`src/rtl/character_control_grid_if.sv`:
```
// character_control_grid_if
// Groups the game-side inputs and renderer/score-side outputs of the player
// controller. The master side (upstream switches, hazard logic, bench) drives
// the i_* requests. The slave side (the controller) drives the o_* status.
//   i_Game_Active       game enable level
//   i_Frog_Up/Dn/Lt/Rt  debounced direction requests
//   i_Has_Collided      collision level from hazard logic
//   o_Frog_X/Y          pixel position of the sprite's top-left corner
//   o_Frog_Col/Row      tile position
//   o_Score, o_Lives    score and remaining lives
//   o_Level_Up          one-cycle pulse when the goal is reached
//   o_Life_Lost         one-cycle pulse when a collision is accepted
//   o_Game_Over         high in GAME_OVER
//   o_Draw_Frog         sprite enable
//   o_State             FSM state code
interface character_control_grid_if #(
  parameter int SCORE_W = 4
);
  logic               i_Game_Active;
  logic               i_Frog_Up;
  logic               i_Frog_Dn;
  logic               i_Frog_Lt;
  logic               i_Frog_Rt;
  logic               i_Has_Collided;
  logic [9:0]         o_Frog_X;
  logic [8:0]         o_Frog_Y;
  logic [4:0]         o_Frog_Col;
  logic [3:0]         o_Frog_Row;
  logic [SCORE_W-1:0] o_Score;
  logic [2:0]         o_Lives;
  logic               o_Level_Up;
  logic               o_Life_Lost;
  logic               o_Game_Over;
  logic               o_Draw_Frog;
  logic [1:0]         o_State;

  modport master (
    output i_Game_Active, i_Frog_Up, i_Frog_Dn, i_Frog_Lt, i_Frog_Rt, i_Has_Collided,
    input  o_Frog_X, o_Frog_Y, o_Frog_Col, o_Frog_Row, o_Score, o_Lives,
           o_Level_Up, o_Life_Lost, o_Game_Over, o_Draw_Frog, o_State
  );

  modport slave (
    input  i_Game_Active, i_Frog_Up, i_Frog_Dn, i_Frog_Lt, i_Frog_Rt, i_Has_Collided,
    output o_Frog_X, o_Frog_Y, o_Frog_Col, o_Frog_Row, o_Score, o_Lives,
           o_Level_Up, o_Life_Lost, o_Game_Over, o_Draw_Frog, o_State
  );
endinterface

```
`src/rtl/character_control_grid.sv`:
```
// character_control_grid
// Player controller for the frogger-style game. It tracks the frog on a tile
// grid and supports hold-to-repeat movement, lives, a respawn phase and game over.
//   i_Clk    system clock
//   i_Rst_N  asynchronous active-low reset
//   bus      character_control_grid_if.slave (requests in, status out)
//
// state     | meaning
// ----------+-------------------------------------------------------------
// IDLE      | waiting for i_Game_Active; frog at start, not drawn
// PLAY      | frog drawn, moves on requests, collisions cost a life
// RESPAWN   | frog hidden at start for RESPAWN_CYCLES; inputs ignored
// GAME_OVER | no lives left; score/lives frozen until i_Game_Active drops
module character_control_grid #(
  parameter int TILE_SIZE      = 32,
  parameter int GRID_COLS      = 20,
  parameter int GRID_ROWS      = 15,
  parameter int START_COL      = 10,
  parameter int START_ROW      = 12,
  parameter int HOLD_DELAY     = 6250000,
  parameter int MOVE_DELAY     = 3125000,
  parameter int RESPAWN_CYCLES = 25000000,
  parameter int LIVES_INI      = 3,
  parameter int SCORE_INI      = 0,
  parameter int SCORE_W        = 4
) (
  input logic                     i_Clk,
  input logic                     i_Rst_N,
  character_control_grid_if.slave bus
);

  typedef enum logic [1:0] {
    S_IDLE      = 2'd0,
    S_PLAY      = 2'd1,
    S_RESPAWN   = 2'd2,
    S_GAME_OVER = 2'd3
  } state_t;

  localparam int TSHIFT  = $clog2(TILE_SIZE);
  localparam int TMR_MAX = (HOLD_DELAY > MOVE_DELAY) ? HOLD_DELAY : MOVE_DELAY;
  localparam int TMR_W   = $clog2(TMR_MAX + 1);
  localparam int RSP_W   = $clog2(RESPAWN_CYCLES + 1);

  localparam logic [4:0]         COL_START = 5'(START_COL);
  localparam logic [3:0]         ROW_START = 4'(START_ROW);
  localparam logic [4:0]         COL_MAX   = 5'(GRID_COLS - 1);
  localparam logic [3:0]         ROW_MAX   = 4'(GRID_ROWS - 1);
  localparam logic [TMR_W-1:0]   HOLD_V    = TMR_W'(HOLD_DELAY);
  localparam logic [TMR_W-1:0]   MOVE_V    = TMR_W'(MOVE_DELAY);
  localparam logic [RSP_W-1:0]   RSP_V     = RSP_W'(RESPAWN_CYCLES);
  localparam logic [2:0]         LIVES_V   = 3'(LIVES_INI);
  localparam logic [SCORE_W-1:0] SCORE_V   = SCORE_W'(SCORE_INI);
  localparam logic [9:0]         X_START   = 10'(32'(COL_START) << TSHIFT);
  localparam logic [8:0]         Y_START   = 9'(32'(ROW_START) << TSHIFT);

  state_t             state_q, state_d;
  logic [3:0]         dir_now, dir_dec, dir_prev_q;
  logic               new_req, rep_req;
  logic [4:0]         col_q, col_d;
  logic [3:0]         row_q, row_d;
  logic [9:0]         x_q;
  logic [8:0]         y_q;
  logic [SCORE_W-1:0] score_q, score_d;
  logic [2:0]         lives_q, lives_d;
  logic [TMR_W-1:0]   tmr_q, tmr_d;
  logic [RSP_W-1:0]   rsp_q, rsp_d;
  logic               level_up_q, level_up_d;
  logic               life_lost_q, life_lost_d;
  logic               game_over_q, draw_q;

  // Only a one-hot request is meaningful; chords and idle both decode to zero.
  assign dir_now = {bus.i_Frog_Up, bus.i_Frog_Dn, bus.i_Frog_Lt, bus.i_Frog_Rt};
  assign dir_dec = $onehot(dir_now) ? dir_now : 4'b0000;
  assign new_req = (dir_dec != 4'b0000) && (dir_dec != dir_prev_q);
  // The repeat step fires on the cycle the timer runs out (1 -> 0). A held
  // request with an idle timer (0) never moves, so a request already held on
  // entry to PLAY needs a fresh edge.
  assign rep_req = (dir_dec != 4'b0000) && (dir_dec == dir_prev_q) && (tmr_q == TMR_W'(1));

  always_ff @(posedge i_Clk or negedge i_Rst_N) begin
    if (!i_Rst_N) state_q <= S_IDLE;
    else          state_q <= state_d;
  end

  always_comb begin
    state_d = state_q;
    case (state_q)
      S_IDLE:      if (bus.i_Game_Active) state_d = S_PLAY;
      S_PLAY: begin
        if (!bus.i_Game_Active)      state_d = S_IDLE;
        else if (bus.i_Has_Collided) state_d = (lives_q <= 3'd1) ? S_GAME_OVER : S_RESPAWN;
      end
      S_RESPAWN: begin
        if (!bus.i_Game_Active)      state_d = S_IDLE;
        else if (rsp_q <= RSP_W'(1)) state_d = S_PLAY;
      end
      S_GAME_OVER: if (!bus.i_Game_Active) state_d = S_IDLE;
      default:     state_d = S_IDLE;
    endcase
  end

  always_comb begin
    col_d       = col_q;
    row_d       = row_q;
    score_d     = score_q;
    lives_d     = lives_q;
    tmr_d       = tmr_q;
    rsp_d       = rsp_q;
    level_up_d  = 1'b0;
    life_lost_d = 1'b0;
    case (state_q)
      S_IDLE: begin
        col_d = COL_START;
        row_d = ROW_START;
        tmr_d = '0;
        rsp_d = '0;
        if (bus.i_Game_Active) begin
          score_d = SCORE_V;
          lives_d = LIVES_V;
        end
      end
      S_PLAY: begin
        if (!bus.i_Game_Active) begin
          col_d = COL_START;
          row_d = ROW_START;
          tmr_d = '0;
        end else if (bus.i_Has_Collided) begin
          // Collision wins over any move or goal in the same cycle.
          col_d       = COL_START;
          row_d       = ROW_START;
          tmr_d       = '0;
          rsp_d       = RSP_V;
          life_lost_d = 1'b1;
          if (lives_q != 3'd0) lives_d = lives_q - 3'd1;
        end else begin
          if (new_req)                   tmr_d = HOLD_V;
          else if (rep_req)              tmr_d = MOVE_V;
          else if (dir_dec != 4'b0000)   tmr_d = (tmr_q != '0) ? tmr_q - TMR_W'(1) : '0;
          else                           tmr_d = '0;
          if (new_req || rep_req) begin
            case (dir_dec)
              4'b1000: begin
                if (row_q == 4'd1) begin
                  // Goal: row 0 is never shown, frog goes straight back to start.
                  col_d      = COL_START;
                  row_d      = ROW_START;
                  level_up_d = 1'b1;
                  if (score_q != '1) score_d = score_q + SCORE_W'(1);
                end else if (row_q != 4'd0) begin
                  row_d = row_q - 4'd1;
                end
              end
              4'b0100: if (row_q != ROW_MAX) row_d = row_q + 4'd1;
              4'b0010: if (col_q != 5'd0)    col_d = col_q - 5'd1;
              4'b0001: if (col_q != COL_MAX) col_d = col_q + 5'd1;
              default: ;
            endcase
          end
        end
      end
      S_RESPAWN: begin
        col_d = COL_START;
        row_d = ROW_START;
        tmr_d = '0;
        if (!bus.i_Game_Active) rsp_d = '0;
        else                    rsp_d = (rsp_q != '0) ? rsp_q - RSP_W'(1) : '0;
      end
      S_GAME_OVER: begin
        tmr_d = '0;
        rsp_d = '0;
      end
      default: ;
    endcase
  end

  always_ff @(posedge i_Clk or negedge i_Rst_N) begin
    if (!i_Rst_N) begin
      dir_prev_q  <= 4'b0000;
      col_q       <= COL_START;
      row_q       <= ROW_START;
      x_q         <= X_START;
      y_q         <= Y_START;
      score_q     <= SCORE_V;
      lives_q     <= LIVES_V;
      tmr_q       <= '0;
      rsp_q       <= '0;
      level_up_q  <= 1'b0;
      life_lost_q <= 1'b0;
      game_over_q <= 1'b0;
      draw_q      <= 1'b0;
    end else begin
      dir_prev_q  <= dir_dec;
      col_q       <= col_d;
      row_q       <= row_d;
      x_q         <= 10'(32'(col_d) << TSHIFT);
      y_q         <= 9'(32'(row_d) << TSHIFT);
      score_q     <= score_d;
      lives_q     <= lives_d;
      tmr_q       <= tmr_d;
      rsp_q       <= rsp_d;
      level_up_q  <= level_up_d;
      life_lost_q <= life_lost_d;
      game_over_q <= (state_d == S_GAME_OVER);
      draw_q      <= (state_d == S_PLAY);
    end
  end

  assign bus.o_Frog_X    = x_q;
  assign bus.o_Frog_Y    = y_q;
  assign bus.o_Frog_Col  = col_q;
  assign bus.o_Frog_Row  = row_q;
  assign bus.o_Score     = score_q;
  assign bus.o_Lives     = lives_q;
  assign bus.o_Level_Up  = level_up_q;
  assign bus.o_Life_Lost = life_lost_q;
  assign bus.o_Game_Over = game_over_q;
  assign bus.o_Draw_Frog = draw_q;
  assign bus.o_State     = state_q;

endmodule

```
`src/flat_wrapper.sv`:
```
// flat-port wrapper written by rule: the top's interface ports become plain ports
module character_control_grid_flat 
#(
  parameter int TILE_SIZE      = 32,
  parameter int GRID_COLS      = 20,
  parameter int GRID_ROWS      = 15,
  parameter int START_COL      = 10,
  parameter int START_ROW      = 12,
  parameter int HOLD_DELAY     = 6250000,
  parameter int MOVE_DELAY     = 3125000,
  parameter int RESPAWN_CYCLES = 25000000,
  parameter int LIVES_INI      = 3,
  parameter int SCORE_INI      = 0,
  parameter int SCORE_W        = 4
)
  (i_Clk, i_Rst_N, bus_i_Game_Active, bus_i_Frog_Up, bus_i_Frog_Dn, bus_i_Frog_Lt, bus_i_Frog_Rt, bus_i_Has_Collided, bus_o_Frog_X, bus_o_Frog_Y, bus_o_Frog_Col, bus_o_Frog_Row, bus_o_Score, bus_o_Lives, bus_o_Level_Up, bus_o_Life_Lost, bus_o_Game_Over, bus_o_Draw_Frog, bus_o_State);
  character_control_grid_if #(.SCORE_W(SCORE_W)) bus_i ();
  input logic i_Clk;
  input logic i_Rst_N;
  input wire logic [$bits(bus_i.i_Game_Active)-1:0] bus_i_Game_Active;
  input wire logic [$bits(bus_i.i_Frog_Up)-1:0] bus_i_Frog_Up;
  input wire logic [$bits(bus_i.i_Frog_Dn)-1:0] bus_i_Frog_Dn;
  input wire logic [$bits(bus_i.i_Frog_Lt)-1:0] bus_i_Frog_Lt;
  input wire logic [$bits(bus_i.i_Frog_Rt)-1:0] bus_i_Frog_Rt;
  input wire logic [$bits(bus_i.i_Has_Collided)-1:0] bus_i_Has_Collided;
  output wire logic [$bits(bus_i.o_Frog_X)-1:0] bus_o_Frog_X;
  output wire logic [$bits(bus_i.o_Frog_Y)-1:0] bus_o_Frog_Y;
  output wire logic [$bits(bus_i.o_Frog_Col)-1:0] bus_o_Frog_Col;
  output wire logic [$bits(bus_i.o_Frog_Row)-1:0] bus_o_Frog_Row;
  output wire logic [$bits(bus_i.o_Score)-1:0] bus_o_Score;
  output wire logic [$bits(bus_i.o_Lives)-1:0] bus_o_Lives;
  output wire logic [$bits(bus_i.o_Level_Up)-1:0] bus_o_Level_Up;
  output wire logic [$bits(bus_i.o_Life_Lost)-1:0] bus_o_Life_Lost;
  output wire logic [$bits(bus_i.o_Game_Over)-1:0] bus_o_Game_Over;
  output wire logic [$bits(bus_i.o_Draw_Frog)-1:0] bus_o_Draw_Frog;
  output wire logic [$bits(bus_i.o_State)-1:0] bus_o_State;
  assign bus_i.i_Game_Active = bus_i_Game_Active;
  assign bus_i.i_Frog_Up = bus_i_Frog_Up;
  assign bus_i.i_Frog_Dn = bus_i_Frog_Dn;
  assign bus_i.i_Frog_Lt = bus_i_Frog_Lt;
  assign bus_i.i_Frog_Rt = bus_i_Frog_Rt;
  assign bus_i.i_Has_Collided = bus_i_Has_Collided;
  assign bus_o_Frog_X = bus_i.o_Frog_X;
  assign bus_o_Frog_Y = bus_i.o_Frog_Y;
  assign bus_o_Frog_Col = bus_i.o_Frog_Col;
  assign bus_o_Frog_Row = bus_i.o_Frog_Row;
  assign bus_o_Score = bus_i.o_Score;
  assign bus_o_Lives = bus_i.o_Lives;
  assign bus_o_Level_Up = bus_i.o_Level_Up;
  assign bus_o_Life_Lost = bus_i.o_Life_Lost;
  assign bus_o_Game_Over = bus_i.o_Game_Over;
  assign bus_o_Draw_Frog = bus_i.o_Draw_Frog;
  assign bus_o_State = bus_i.o_State;
  character_control_grid #(.TILE_SIZE(TILE_SIZE), .GRID_COLS(GRID_COLS), .GRID_ROWS(GRID_ROWS), .START_COL(START_COL), .START_ROW(START_ROW), .HOLD_DELAY(HOLD_DELAY), .MOVE_DELAY(MOVE_DELAY), .RESPAWN_CYCLES(RESPAWN_CYCLES), .LIVES_INI(LIVES_INI), .SCORE_INI(SCORE_INI), .SCORE_W(SCORE_W)) u_core (.i_Clk(i_Clk), .i_Rst_N(i_Rst_N), .bus(bus_i));
endmodule
```
`config.mk`:
```
export PLATFORM = sky130hd
export DESIGN_NAME = character_control_grid_flat
export DESIGN_NICKNAME = d
export VERILOG_FILES = /design/src/rtl/character_control_grid_if.sv /design/src/rtl/character_control_grid.sv /design/src/flat_wrapper.sv
export SDC_FILE = /design/constraint.sdc
export NUM_CORES = 1
export LEC_CHECK = 0
export BUFFER_PORTS_ARGS = -buffer_cell sky130_fd_sc_hd__buf_2
export CAP_MARGIN = 40
export CORE_MARGIN = 4
export CORE_UTILIZATION = 40
export DETAILED_ROUTE_END_ITERATION = 7
export GPL_ROUTABILITY_DRIVEN = 0
export GPL_TIMING_DRIVEN = 0
export PLACE_DENSITY_LB_ADDON = 0.05
export SKIP_CTS_REPAIR_TIMING = 1
export SLEW_MARGIN = 20
export SYNTH_ARGS = -nofsm -noshare
export SYNTH_HDL_FRONTEND = slang
export SYNTH_SLANG_ARGS = --single-unit
```
`constraint.sdc`:
```
create_clock -name i_Clk -period 6.5 [get_ports i_Clk]
set_clock_uncertainty 0.1 [all_clocks]
set_input_delay 0.325 -clock i_Clk [delete_from_list [all_inputs] [get_ports i_Clk]]
set_output_delay 0.325 -clock i_Clk [all_outputs]
set_load 0.02 [all_outputs]
```
==> results by group, run 1 <==
STA
  • RSZ-0062 raised after global routing: false
  • Period minus WS final: around 3.8 ns
  • Fmax: around 0.26 GHz
  • Fin. Hold Viols: 0
  • Slew margin rel.: between 40% and 50%
  • Tightest Pin Transition: between 0.7 and 0.8 ns
  • Crit share post-route: 58.71%
  • TNS Setup: 0 ns
  • Slack of the critical path: around 2.7 ns
  • Endpoints failing setup: 0
  • Slew Viols, Final: 0

Finish
  • Share of layout cells above drive strength 1: between 10% and 20%
  • Area of the multi-input gates: approximately 2500 um^2
  • Post-route cell area: ~5400 um^2
  • Fill count: between 1000 and 1500
  • Layout area overhead: 15.95%
  • Post-route non-filler standard cell count: ~700
  • Diodes inserted: 0
  • Final nets: between 600 and 700
  • Register area: 1859 um^2

Critical path
  • CP startpoint: bus_i_Frog_Dn
  • Critical path class: in2reg
  • Critical Path RT: 6.62 ns
  • R2R depth: 8
  • Worst setup EP type: flip-flop
  • RR Endpoint: u_core.bus.o_Frog_Col[2]
  • CP startpoint kind: input pin
  • Worst-path fanout max: 6
  • Worst r2r src: u_core.tmr_q[5]
  • Worst path arrival time: about 4 ns
  • R2r setup slk: ~3.1 ns

Clocking
  • Clock-pin transition on the worst setup and hold timing paths: 0.06 ns
  • # clock sinks: 74
  • Clock Latency Late Sink: between 0.3 and 0.4 ns
  • Clk buf depth: 2
  • CTS tree: built
  • Num CTS Buffers: 9
  • Clk root buf: clkbuf_16
  • H-tree levels: 3

Logic synthesis
  • Synth Area per Inst: around 9.0 um^2
  • Yosys cell types: just over 60
  • Synthesized cell area: 4627 um^2
  • #FFs+latches synth: 74
  • Sequential area share after synthesis: between 40 and 50%
  • Most used DFF post-synth: dfrtp_1
  • Cells after Synth: 513
  • Number of synthesized flops with an enable pin: 0
  • YS warnings: 0
  • Asr flop ratio synth: 100.0%

Min path
  • Hold Startpoint: bus_i_Frog_Up
  • Worst hold path class: in2reg
  • Worst Hold Depth: 2
  • Hold Crit Endpoint: u_core.dir_prev_q[3]

GRT
  • Largest net degree at the start of global routing: 49
  • Total GRT Usage: between 15 and 20%
  • Vias in the first global route: ~3600
  • Total global routing overflow: 0
  • First-pass GRT wire length: ~17000 um
  • Initial antenna violation count: 0

Die
  • Row cnt: 39
  • Initial core utilization: 40.70%
  • Die height: 115.6 um
  • Core region area: 11370 um^2
  • Width of the die: 115.6 um
  • Die ar.: 13350 um^2
  • I/O Pins: 49

Power and ir drop
  • Comb power frac: between 30% and 40%
  • Internal power: ~1.1 mW
  • PD cells: 343.0 nW/um^2
  • P_leak: between 2 and 3 nW
  • Worst vdd ir: roughly 0.00019 V
  • Sequential Power Share: between 30% and 40%
  • Net switching power: between 0.7 and 0.8 mW
  • Sw Ratio: 38.45%
  • Part of the power in the clock network: a little over a quarter
  • Final Power: 1.840 mW

Job
  • Max Cap Viol: 0

Place
  • Port Buf Inserts: 36
  • Dpl hpwl: between 7000 and 8000 um
  • Placed Cells: around 700
  • Area post-placement: about 5100 um^2
  • Post-Place Setup Slack: ~2.4 ns

Run status
  • Status: complete, no violations

Route
  • WL final: 10430 um
  • DRT Pass-1 Iters: 4
  • Vias per cell: a little over 5
  • Via count: about 3700
  • WL per Instance: approximately 14 um
  • DR iter-0 viols: ~200
  • Routed Antenna Nets: 0
  • Residual DRC count: 0
## final cells by class
cell class                      instances  share of cell area [%]
Sequential cell                        74                   34.65
Timing Repair Buffer                   40                   4.338
Clock buffer                           10                   4.268
Clock inverter                          6                   1.073
Inverter                               25                   1.749
Multi-Input combinational cell        394                   46.95
Tap cell                              143                   3.335
Buffer                                 29                   3.638
## worst max-delay path: stages
cell and delay, ns:
buf_2 0.13, ha_1 0.29, ha_1 0.19, fa_1 0.54, nor4b_1 0.71, nand3_1 0.38
ha_1 0.41, nor2b_1 0.16, o21a_1 0.16, nor2_1 0.11, xnor2_1 0.16, o221ai_1 0.14
a32o_1 0.22
## how the worst max path moves through the flow
stage,end,slack [ns]
after floorplan,u_core.bus.o_Frog_Col[2],2.95
after global routing,u_core.tmr_q[4],2.44
final,u_core.bus.o_Frog_Col[4],2.68
after global placement,u_core.bus.o_Frog_Col[2],2.11
after CTS,u_core.bus.o_Frog_Col[4],2.74
after detailed placement,u_core.bus.o_Frog_Col[4],2.38
## power groups by stage
| stage | registers, mW | clock network [mW] | logic, mW |
|---|---|---|---|
| finish | 0.637 | 0.484 | 0.719 |
| global route | 0.652 | 0.517 | 0.818 |
| CTS | 0.636 | 0.500 | 0.722 |
| detailed placement | 0.643 | 0 | 0.719 |
| global placement | 0.640 | 0 | 0.709 |
| floorplan | 0.647 | 0 | 0.534 |
## per-layer routing
| layer | vias up | track usage, % | part of all wire [%] |
|---|---|---|---|
| li1 | 1905 | - | - |
| met1 | 1768 | 21.27 | 48 |
| met2 | 62 | 26.74 | 47 |
| met3 | 13 | 3.655 | 3.1 |
| met4 | 0 | 5.399 | 1.6 |
| met5 | - | 0 | 0 |
## through the flow
step                hold WS [ns]  utilization, %
global placement          0.3902           44.15
finish                    0.2173           47.19
global route              0.2155           47.19
detailed placement        0.1836           44.51
floorplan               -0.07059               -
CTS                      -0.1753           47.03
## registers in the layout, indices dropped and copies added, names as in the netlist
signal	count
u_core.bus.o_Score	4
u_core.rsp_q	25
u_core.bus.o_State	2
u_core.bus.o_Game_Over	1
u_core.bus.o_Level_Up	1
u_core.bus.o_Frog_Y	4
u_core.bus.o_Life_Lost	1
u_core.tmr_q	23
u_core.bus.o_Frog_Col	5
u_core.dir_prev_q	4
u_core.bus.o_Draw_Frog	1
u_core.bus.o_Lives	3
## placed cells by master, fill, tap and decap left out, types with 5 or more instances in the layout
cell type  synthesis  layout
and2_1             5       5
mux2i_1            5       5
nor3_1            27      27
nand2b_1           7       7
clkbuf_1           8       9
xnor2_1           25      25
o21ai_0           34      34
nand3b_1           5       5
nor2_1            52      52
nand3_1           21      21
xor2_1            12      12
buf_4             19      20
nor2b_1            6       6
buf_2              0      36
conb_1             1      10
inv_1             25      25
o31ai_1            5       5
or3_1              5       5
ha_1              24      24
nand2_1           41      41
nor4_1            13      12
a21oi_1           29      29
clkbuf_16          0       9
dfrtp_1           68      68
dfstp_2            6       6
## kinds of logic (layout without fill, tap and decap cells)
logic type	after synthesis	in the layout	synth area share, %
AOI/OAI and AO/OA	106	106	14.47
xor gates and xnor gates	37	37	7.004
adders and majority gates	26	26	7.355
buffers and inverters	54	110	6.247
DFF	74	74	40.18
muxes	7	7	1.568
other	1	10	0.08105
and+or+nand+nor	208	208	23.09
## cells in the mapped netlist, types with 4 or more instances
cell type | n | area [um^2]
a21oi_1 | 29 | 145.1
a21boi_0 | 4 | 30.03
dfrtp_1 | 68 | 1702
nand2b_1 | 7 | 43.79
mux2i_1 | 5 | 50.05
dfstp_2 | 6 | 157.7
nor2_1 | 52 | 195.2
clkbuf_1 | 8 | 30.03
o31ai_1 | 5 | 37.54
nor2b_1 | 6 | 37.54
nor4_1 | 13 | 81.33
a31oi_1 | 4 | 25.02
nand3b_1 | 5 | 37.54
and2_1 | 5 | 31.28
xor2_1 | 12 | 105.1
nor3_1 | 27 | 135.1
nor4bb_1 | 4 | 40.04
xnor2_1 | 25 | 219.0
inv_1 | 25 | 93.84
nand3_1 | 21 | 105.1
buf_4 | 19 | 142.6
or3_1 | 5 | 31.28
nand2_1 | 41 | 153.9
ha_1 | 24 | 300.3
o211ai_1 | 4 | 30.03
o21ai_0 | 34 | 170.2
No activity file was read; power rests on OpenSTA's default activity.
==> run 2: changes to the inputs <==
--- a/config.mk
+++ b/config.mk
@@ -5,6 +5,7 @@
 export SDC_FILE = /design/constraint.sdc
 export NUM_CORES = 1
 export LEC_CHECK = 0
+export ABC_AREA = 1
 export BUFFER_PORTS_ARGS = -buffer_cell sky130_fd_sc_hd__buf_2
 export CAP_MARGIN = 40
 export CORE_MARGIN = 4
==> constraint.sdc (replaced) <==
create_clock -name i_Clk -period 4 [get_ports i_Clk]
set_clock_uncertainty 0.1 [all_clocks]
set_input_delay 0.2 -clock i_Clk [delete_from_list [all_inputs] [get_ports i_Clk]]
set_output_delay 0.2 -clock i_Clk [all_outputs]
set_load 0.02 [all_outputs]
==> results by group, run 2 <==
Logic synthesis
  • YS warnings: 0 (unchanged)
  • Number of synthesized flops with an enable pin: 0 (unchanged)
  • Sequential area share after synthesis: 36.69% (was 40.18%)
  • Asr flop ratio synth: 100.0% (unchanged)
  • Most used DFF post-synth: dfrtp_1 (unchanged)
  • Post-synth top area share: 33.58% (was 36.78%)
  • Synthesized cell area: 5067 um^2 (was 4627 um^2)
  • Yosys cell types: 44 (was 62)
  • Cell with the most instances after synthesis: nand2_1 (was dfrtp_1)
  • Synth Area per Inst: 7.530 um^2 (was 9.019 um^2)
  • Area leader, netlist: dfrtp_1 (unchanged)
  • Top cells by area, synth: dfrtp_1 (34%), nand2_1 (10%), nor2_1 (7.7%), ha_1 (5.9%), xor2_1 (5.9%) (was dfrtp_1 (37%), ha_1 (6.5%), xnor2_1 (4.7%), nor2_1 (4.2%), o21ai_0 (3.7%))
  • Top cells by count, synth: nand2_1 (140), nor2_1 (104), inv_1 (70) (was dfrtp_1 (68), nor2_1 (52), nand2_1 (41))
  • Cells after Synth: 673 (was 513)
  • #FFs+latches synth: 74 (unchanged)

STA
  • Crit share post-route: 78.74%
  • Period minus WS final: 3.150 ns
  • Worst Hold Margin: 0.09797 ns (was 0.2173 ns)
  • Endpoints failing setup: 0 (unchanged)
  • Slew Viols, Final: 0 (unchanged)
  • Fmax: around 0.32 GHz
  • RSZ-0062 raised after global routing: false (unchanged)
  • TNS Setup: 0 ns (unchanged)
  • Fin. Hold Viols: 0 (unchanged)

Route
  • DR iter-0 viols: 219 (was 196)
  • Residual DRC count: 0 (unchanged)
  • Routed Antenna Nets: 0 (unchanged)
  • Vias per cell: 4.852 (was 5.198)
  • WL final: 11590 um (was 10430 um)
  • WL per Instance: 12.81 um (was 14.46 um)
  • DRT Pass-1 Iters: 4 (unchanged)
  • Via count: 4391 (was 3748)

Place
  • Area post-placement: 5527 um^2 (was 5061 um^2)
  • Port Buf Inserts: 37 (was 36)
  • Dpl hpwl: 8965 um (was 7669 um)
  • Placed Cells: 888 (was 703)

Power and ir drop
  • Sequential Power Share: 27.4% (was 34.6%)
  • Comb power frac: 51.3% (was 39.1%)
  • Worst vdd ir: 0.0002909 V (was 0.0001864 V)
  • Net switching power: 1.895 mW (was 0.7077 mW)
  • P_leak: 3.077 nW (was 2.599 nW)
  • Sw Ratio: 44.90% (was 38.45%)
  • Internal power: 2.326 mW (was 1.133 mW)
  • PD cells: 719.6 nW/um^2 (was 343.0 nW/um^2)
  • Part of the power in the clock network: 21.3% (was 26.3%)

Critical path
  • CP startpoint kind: input pin (unchanged)
  • Critical Path RT: 4.18 ns (was 6.62 ns)
  • Worst-path fanout max: 9 (was 6)
  • Critical path class: in2reg (unchanged)
  • CP startpoint: bus_i_Frog_Rt (was bus_i_Frog_Dn)
  • R2r setup slk: 1.62 ns (was 3.14 ns)
  • Worst path arrival time: 3.33 ns (was 3.93 ns)
  • R2R depth: 12 (was 8)
  • Worst Setup EP: u_core.bus.o_Frog_Col[4] (unchanged)
  • Worst r2r src: u_core.bus.o_State[1] (was u_core.tmr_q[5])
  • RR Endpoint: u_core.bus.o_Frog_Y[6] (was u_core.bus.o_Frog_Col[2])
  • Worst setup EP type: flip-flop (unchanged)

Die
  • Initial core utilization: 41.50% (was 40.70%)
  • I/O Pins: 49 (unchanged)
  • Width of the die: 120.6 um (was 115.6 um)
  • Core region area: 12210 um^2 (was 11370 um^2)
  • Row cnt: 40 (was 39)
  • Die height: 120.6 um (was 115.6 um)
  • Die ar.: 14530 um^2 (was 13350 um^2)

Clocking
  • Clk root buf: clkbuf_16 (unchanged)
  • H-tree levels: 3 (unchanged)
  • Clk buf depth: 2 (unchanged)
  • # clock sinks: 74 (unchanged)
  • Num CTS Buffers: 9 (unchanged)
  • CTS tree: built (unchanged)
  • Clock-pin transition on the worst setup and hold timing paths: 0.06 ns (about the same)
  • Clock Latency Late Sink: 0.34 ns (was 0.33 ns)

Finish
  • Share of layout cells above drive strength 1: 14.93% (was 16.26%)
  • Post-route non-filler standard cell count: 905 (was 721)
  • Final nets: 766 (was 607)
  • Diodes inserted: 0 (unchanged)
  • Register area: 1859 um^2 (unchanged)
  • Most frequent cells in the layout: nand2_1 (140), nor2_1 (104), inv_1 (70), dfrtp_1 (68), nand3_1 (42) (was dfrtp_1 (68), nor2_1 (52), nand2_1 (41), buf_2 (36), o21ai_0 (34))
  • Max reg flops: 25 (unchanged)
  • Layout area overhead: 15.78% (was 15.95%)
  • Fill count: 1267 (was 1054)
  • Area of the multi-input gates: 2764 um^2 (was 2519 um^2)
  • Post-route cell area: 5867 um^2 (was 5365 um^2)
  • Biggest register: u_core.rsp_q (unchanged)
  • Final core occ: 48.04% (was 47.19%)
  • Commonest non-fill, non-tap cell in the layout: nand2_1 (was dfrtp_1)

GRT
  • Initial antenna violation count: 0 (unchanged)
  • Total GRT Usage: 16.79% (was 16.26%)
  • Vias in the first global route: 4232 (was 3562)
  • First-pass GRT wire length: 19870 um (was 17400 um)
  • Total global routing overflow: 0 (unchanged)
  • Largest net degree at the start of global routing: 52 (was 49)

Job
  • Max Cap Viol: 0 (unchanged)

Run status
  • Status: complete, no violations (unchanged)

Min path
  • Worst hold path class: in2reg (unchanged)
==> run 2: layout make-up <==
type	instances	area share, %
repair buffers	39	3.839
clock buffers	12	4.372
clock inverters	4	1.258
flip-flops and latches	74	31.69
multi-input cells	503	47.11
plain buffers	29	3.284
inverters	76	4.862
well taps	168	3.583
==> run 2: power groups by stage <==
stage	logic (mW)	registers, mW	clock network [mW]
2_1_floorplan	1.63	1.20	0
3_5_place_dp	2.17	1.17	0
6_report	2.16	1.16	0.899
3_3_place_gp	2.15	1.16	0
5_1_grt	2.47	1.19	0.973
4_1_cts	2.18	1.16	0.928
==> run 2: worst max-delay path, stage by stage <==
cell	delay, ns
buf_2	0.13
ha_1	0.29
ha_1	0.21
fa_1	0.52
nor2_8	0.22
o211ai_1	0.20
nand2_1	0.21
inv_1	0.07
fa_1	0.39
nand3b_1	0.19
nand2_1	0.07
nand2_1	0.06
nand2_1	0.06
nand3_1	0.06
nand2_1	0.10
nand2_1	0.06
nor2_1	0.08
nand4_1	0.11
nand2_1	0.08
==> run 2: logic make-up (layout without fill, tap and decap cells) <==
logic type               Yosys count  after routing  share of synthesized area, %
AND/OR/NAND/NOR                  357            357                         31.93
buffers and inverters            105            160                         9.432
flip-flops                        74             74                         36.69
AO/OA/AOI/OAI                     68             68                         7.902
XOR/XNOR                          42             42                         7.259
adder cells (fa/ha/maj)           26             26                         6.716
other                              1             10                       0.07400
==> run 2: routing by layer <==
metal,share of wire (%),track usage [%]
met1,50,22.73
met4,1.2,5.099
met5,0,0
met3,3.5,4.397
met2,45,26.37
==> run 2: how the worst min path moves through the flow <==
stage	from	end	slack [ns]	cells past startpoint
6_report	bus_i_Frog_Up	u_core.dir_prev_q[3]	0.1	3
5_1_grt	bus_i_Frog_Rt	u_core.dir_prev_q[0]	0.13	3
4_1_cts	i_Rst_N	u_core.dir_prev_q[1]	-0.34	1
3_5_place_dp	i_Rst_N	u_core.dir_prev_q[1]	0.03	1
3_3_place_gp	u_core.tmr_q[0]	u_core.tmr_q[0]	0.35	1
2_1_floorplan	i_Rst_N	u_core.bus.o_Draw_Frog	-0.20	0
==> run 2: stage by stage <==
| step | setup slack (ns) | total power, mW |
|---|---|---|
| floorplan | 0.9557 | 2.828 |
| global placement | 0.5336 | 3.309 |
| detailed placement | 0.5065 | 3.341 |
| CTS | 0.8623 | 4.271 |
| global route | 0.6719 | 4.632 |
| finish | 0.8502 | 4.222 |
